$ cat src/rtl/regfile_wb_arbiter.sv
// -----------------------------------------------------------------------------
// regfile_wb_arbiter
//
// Purpose:
//   Shares the single register-file write port between two writeback
//   requesters (0 = ALU result, 1 = memory load). On a conflict the grant
//   alternates round-robin. The write port is driven from flops, so an
//   accepted write reaches the register file one edge after acceptance.
//   A busy scoreboard tracks destinations that have been issued but not yet
//   retired, so decode can stall on a pending write.
//
// Ports:
//   Clk, Rst                 clock (posedge) / asynchronous active-high reset
//   Req0_valid/_reg/_data    ALU writeback request
//   Req0_ready               combinational grant to requester 0
//   Req1_valid/_reg/_data    load writeback request
//   Req1_ready               combinational grant to requester 1
//   Issue_valid/Issue_reg    decode issued an instruction writing Issue_reg
//   Reg_write                register-file write enable (registered)
//   Write_reg                register-file write index (registered)
//   Write_data               register-file write data (registered)
//   Busy_mask                bit i set: register i has a write pending
// -----------------------------------------------------------------------------
module regfile_wb_arbiter #(
  parameter int DATA_W = 32,
  parameter int ADDR_W = 5,
  parameter int NREG   = 32
) (
  input  logic              Clk,
  input  logic              Rst,
  input  logic              Req0_valid,
  input  logic [ADDR_W-1:0] Req0_reg,
  input  logic [DATA_W-1:0] Req0_data,
  output logic              Req0_ready,
  input  logic              Req1_valid,
  input  logic [ADDR_W-1:0] Req1_reg,
  input  logic [DATA_W-1:0] Req1_data,
  output logic              Req1_ready,
  input  logic              Issue_valid,
  input  logic [ADDR_W-1:0] Issue_reg,
  output logic              Reg_write,
  output logic [ADDR_W-1:0] Write_reg,
  output logic [DATA_W-1:0] Write_data,
  output logic [NREG-1:0]   Busy_mask
);

  // Identity of the requester that won the most recent transfer.
  localparam logic [0:0] GRANT_REQ0 = 1'b0;
  localparam logic [0:0] GRANT_REQ1 = 1'b1;

  logic              last_grant_q, last_grant_d;
  logic              reg_write_q,  reg_write_d;
  logic [ADDR_W-1:0] write_reg_q,  write_reg_d;
  logic [DATA_W-1:0] write_data_q, write_data_d;
  logic [NREG-1:0]   busy_q,       busy_d;

  logic              grant0;
  logic              grant1;
  logic              xfer;
  logic [ADDR_W-1:0] win_reg;
  logic [DATA_W-1:0] win_data;

  // ---------------------------------------------------------------------------
  // Arbitration: a lone request is always granted; on a tie the requester
  // that did not win last time gets the port.
  // ---------------------------------------------------------------------------
  always_comb begin
    grant0 = 1'b0;
    grant1 = 1'b0;
    if (Req0_valid && Req1_valid) begin
      if (last_grant_q == GRANT_REQ1) begin
        grant0 = 1'b1;
      end else begin
        grant1 = 1'b1;
      end
    end else begin
      grant0 = Req0_valid;
      grant1 = Req1_valid;
    end
  end

  assign xfer     = grant0 | grant1;
  assign win_reg  = grant1 ? Req1_reg  : Req0_reg;
  assign win_data = grant1 ? Req1_data : Req0_data;

  assign Req0_ready = grant0;
  assign Req1_ready = grant1;

  // ---------------------------------------------------------------------------
  // Output stage. Writes to register 0 are handshaken normally but never
  // raise the write enable. Index/data hold when idle so the port only
  // toggles on real traffic.
  // ---------------------------------------------------------------------------
  always_comb begin
    last_grant_d = last_grant_q;
    reg_write_d  = 1'b0;
    write_reg_d  = write_reg_q;
    write_data_d = write_data_q;
    if (xfer) begin
      last_grant_d = grant1 ? GRANT_REQ1 : GRANT_REQ0;
      reg_write_d  = (win_reg != '0);
      write_reg_d  = win_reg;
      write_data_d = win_data;
    end
  end

  // ---------------------------------------------------------------------------
  // Busy scoreboard. A write retires on the edge that ends its Reg_write
  // cycle. If decode re-issues the same destination on that edge, the new
  // issue keeps the bit set. Register 0 is never tracked.
  // ---------------------------------------------------------------------------
  generate
    for (genvar gi = 0; gi < NREG; gi++) begin : g_busy
      if (gi == 0) begin : g_zero
        assign busy_d[gi] = 1'b0;
      end else begin : g_bit
        logic set_bit;
        logic clr_bit;
        assign set_bit    = Issue_valid && (Issue_reg == ADDR_W'(gi));
        assign clr_bit    = reg_write_q && (write_reg_q == ADDR_W'(gi));
        assign busy_d[gi] = set_bit | (busy_q[gi] & ~clr_bit);
      end
    end
  endgenerate

  // ---------------------------------------------------------------------------
  // State. Reset drops any in-flight write immediately and makes requester 0
  // the winner of the first tie.
  // ---------------------------------------------------------------------------
  always_ff @(posedge Clk or posedge Rst) begin
    if (Rst) begin
      last_grant_q <= GRANT_REQ1;
      reg_write_q  <= 1'b0;
      write_reg_q  <= '0;
      write_data_q <= '0;
      busy_q       <= '0;
    end else begin
      last_grant_q <= last_grant_d;
      reg_write_q  <= reg_write_d;
      write_reg_q  <= write_reg_d;
      write_data_q <= write_data_d;
      busy_q       <= busy_d;
    end
  end

  assign Reg_write  = reg_write_q;
  assign Write_reg  = write_reg_q;
  assign Write_data = write_data_q;
  assign Busy_mask  = busy_q;

endmodule

$ cat config.mk
export PLATFORM = sky130hd
export DESIGN_NAME = regfile_wb_arbiter
export DESIGN_NICKNAME = d
export VERILOG_FILES = /design/src/rtl/regfile_wb_arbiter.sv
export SDC_FILE = /design/constraint.sdc
export NUM_CORES = 1
export LEC_CHECK = 0
export CORE_MARGIN = 1.5
export CORE_UTILIZATION = 42
export CTS_CLUSTER_SIZE = 24
export DETAILED_ROUTE_END_ITERATION = 10
export PLACE_DENSITY = 0.87
export SLEW_MARGIN = 20
export SYNTH_ARGS = -nofsm -noshare
export SYNTH_HDL_FRONTEND = slang
export SYNTH_SLANG_ARGS = --single-unit
export TNS_END_PERCENT = 100
$ cat constraint.sdc
create_clock -name Clk -period 3.1 [get_ports Clk]
set_input_delay 0.62 -clock Clk [delete_from_list [all_inputs] [get_ports Clk]]
set_output_delay 0.62 -clock Clk [all_outputs]
set_load 0.1 [all_outputs]
==> metrics.md <==
| Metric | Value |
|---|---|
| Layout cell share with drive strength beyond 1 | 0.2700 |
| Clock Sinks | 70 |
| TritonRoute pass-1 iters | 4 |
| Num CTS Buffers | 9 |
| First-pass GRT wire length | 16.98 mm |
| Row count | 33 |
| Leak pwr | 2.182 nW |
| Total track usage | 0.2486 |
| Crit share post-route | 0.7528 |
| Min Hold Slack | 506.6 ps |
| R2R setup slack | 1170 ps |
| Net switching share of the total power | 0.5665 |
| CP startpoint kind | input pin |
| Seq cells post-synth | 70 |
| Die Wd | 94.06 um |
| Iter 0 DRT Violations | 132 |
| Synth async-reset ratio | 1.000 |
| Fin. Hold Viols | 0 |
| Fin Setup TNS | 0 ps |
| Largest net degree at the start of global routing | 71 |
| Starting Density | 0.4281 |
| Max reg flops | 32 |
| Max-slew violations | 0 |
| Max-slew headroom | 0.4648 |
| Commonest cells after routing, fill and taps aside | clkdlybuf4s50_1 (82), buf_4 (73), dfrtp_1 (69) |
| CTS tree | built |
| Status | completed |
| Root buffer cell | clkbuf_8 |
| Core box area | 8134 um^2 |
| Min Tclk post-route | 2334 ps |
| Maximum VDD drop | 0.4602 mV |
| Fmax | 428.5 MHz |
| ANT cells | 0 |
| Ports | 156 |
| Post-synthesis net count | 431 |
| Number of global-route vias before repair | 3428 |
| # nets final | 580 |
| Post-synth EDFFs | 0 |
| Initial antenna violation count | 0 |
| Reg-to-Reg Start | last_grant_q |
| Hold Path Class | register to register |
| Via/cell ratio | 5.651 |
| CP Data Required Time | 2480 ps |
| Yosys warns | 0 |
| Reg clk slew, reported paths | 70 ps |
| Port Buf Inserts | 154 |
| Combinational share of power | 0.590 |
| CTS max path bufs | 2 |
| Dpl hpwl | 7.557 mm |
| Critical path class | input pin to output port |
| Arrival time at the worst endpoint | 1710 ps |
| CTS resizes | 0 |
| Total grt overflow | 0 |
| Die footprint | 8846 um^2 |
| Primary FF master, synth | dfrtp_1 |
| Most common cell after layout, fill and taps aside | clkdlybuf4s50_1 |
| Post-CTS Setup Bufs | 0 |
| Sequential Power Share | 0.261 |
| Sw Pwr | 2.943 mW |
| H-tree levels | 3 |
| Final non-filler cell area | 5136 um^2 |
| DRC violation count after routing | 0 |
| Placed Instance Area | 4928 um^2 |
| Final wirelength | 10.63 mm |
| ANT nets after route | 0 |
| Clock power frac | 0.148 |
| Setup crit end kind | output port |
| Worst R2R End | Write_data[27] |
| Via count | 3419 |
| WL per Instance | 17.56 um |
| Reg2Reg Depth | 5 |
| Least-Margin Pin Slew | 802.7 ps |
| Hold_buf cts | 0 |
| Final setup viols | 0 |
| Worst skew pair latency | 340 ps |
| Crit path max fanout | 4 |
| Gpl congestion | 0.8509 |
| Mapped cell area | 3482 um^2 |
| Post-Synthesis Mean Instance Area | 10.03 um^2 |
| Die Y | 94.06 um |
| Hold_sp | last_grant_q |
| Setup repair after global routing missed its margin | false |
| Internal Pwr Total | 2.252 mW |
| Min-Delay Endpoint | last_grant_q |
| Synth cell types | 31 |
| Synth Instances | 347 |
| Count of cells along the worst hold path | 2 |
| Sequential area share after synthesis | 0.5034 |
| Pwr/cell area | 1012 nW/um^2 |
| Clock skew | 12.64 ps |
| Max_cap viols | 0 |
| Area growth, synth to finish | 47.50% |
==> critical path, cell delays in order <==
cell and delay [ps]:
clkdlybuf4s50_1 470, a21boi_1 390, buf_12 230
==> cell type report <==
type                       count  area (um^2)
fill                         668         2998
timing repair buffer         159         1434
clock inverter                 3        42.54
multi-input combinational    220         1475
sequential                    70         1753
inverter                      36        135.1
clock buffer                  12        165.2
tap                          105        131.4
==> power groups by stage <==
stage	Sequential (mW)	Combinational, mW	Clock (mW)
2_1_floorplan	3.29	0.408	0
3_3_place_gp	1.36	3.03	0
3_5_place_dp	1.37	3.07	0
4_1_cts	1.36	3.07	0.785
5_1_grt	1.39	3.16	0.834
6_report	1.36	3.07	0.771
==> cells in the mapped netlist (6+ instances only) <==
cell / count / area share
nor2_1: 14 / 0.015
clkbuf_1: 8 / 0.0086
dfrtp_1: 69 / 0.50
mux2_2: 37 / 0.12
a31oi_1: 32 / 0.057
o22ai_1: 37 / 0.066
nand2_1: 6 / 0.0065
nand2b_1: 6 / 0.011
o21ai_1: 6 / 0.0086
o21ai_0: 56 / 0.080
inv_1: 36 / 0.039
==> stage by stage <==
stage               cells  utilization  worst slack [ps]  power, mW
floorplan             347            -             21.18      3.703
global placement      590       0.6059             773.1      4.389
detailed placement    590       0.6059             785.0      4.446
CTS                   605       0.6314             783.2      5.217
global route          605       0.6314             730.4      5.389
finish                605       0.6314             766.2      5.195
==> kinds of logic after synthesis <==
family / Yosys count / synth area share
compound gates: 135 / 0.2228
flops: 70 / 0.5034
buf+inv: 57 / 0.07294
simple gates: 47 / 0.08013
mux: 37 / 0.1197
other cells: 1 / 0.001077
==> per-layer routing <==
| metal | routed length, um | global-route usage | vias up |
|---|---|---|---|
| met5 | 0 | 0 | - |
| met3 | 975 | 0.05663 | 12 |
| met4 | 159 | 0.08955 | 0 |
| met1 | 4143 | 0.3123 | 1647 |
| met2 | 5348 | 0.4185 | 191 |
| li1 | - | - | 1569 |
==> how the worst max path moves through the flow <==
stage / from / cells after the start / endpoint / slack, ps
2_1_floorplan: Req0_valid / 3 / Req0_ready / 20
3_3_place_gp: Req1_valid / 4 / Req1_ready / 770
3_5_place_dp: Req1_valid / 4 / Req1_ready / 780
4_1_cts: Req1_valid / 4 / Req1_ready / 780
5_1_grt: last_grant_q / 4 / Req1_ready / 730
6_report: Req1_valid / 3 / Req0_ready / 770
No activity file was read; power rests on OpenSTA's default activity.
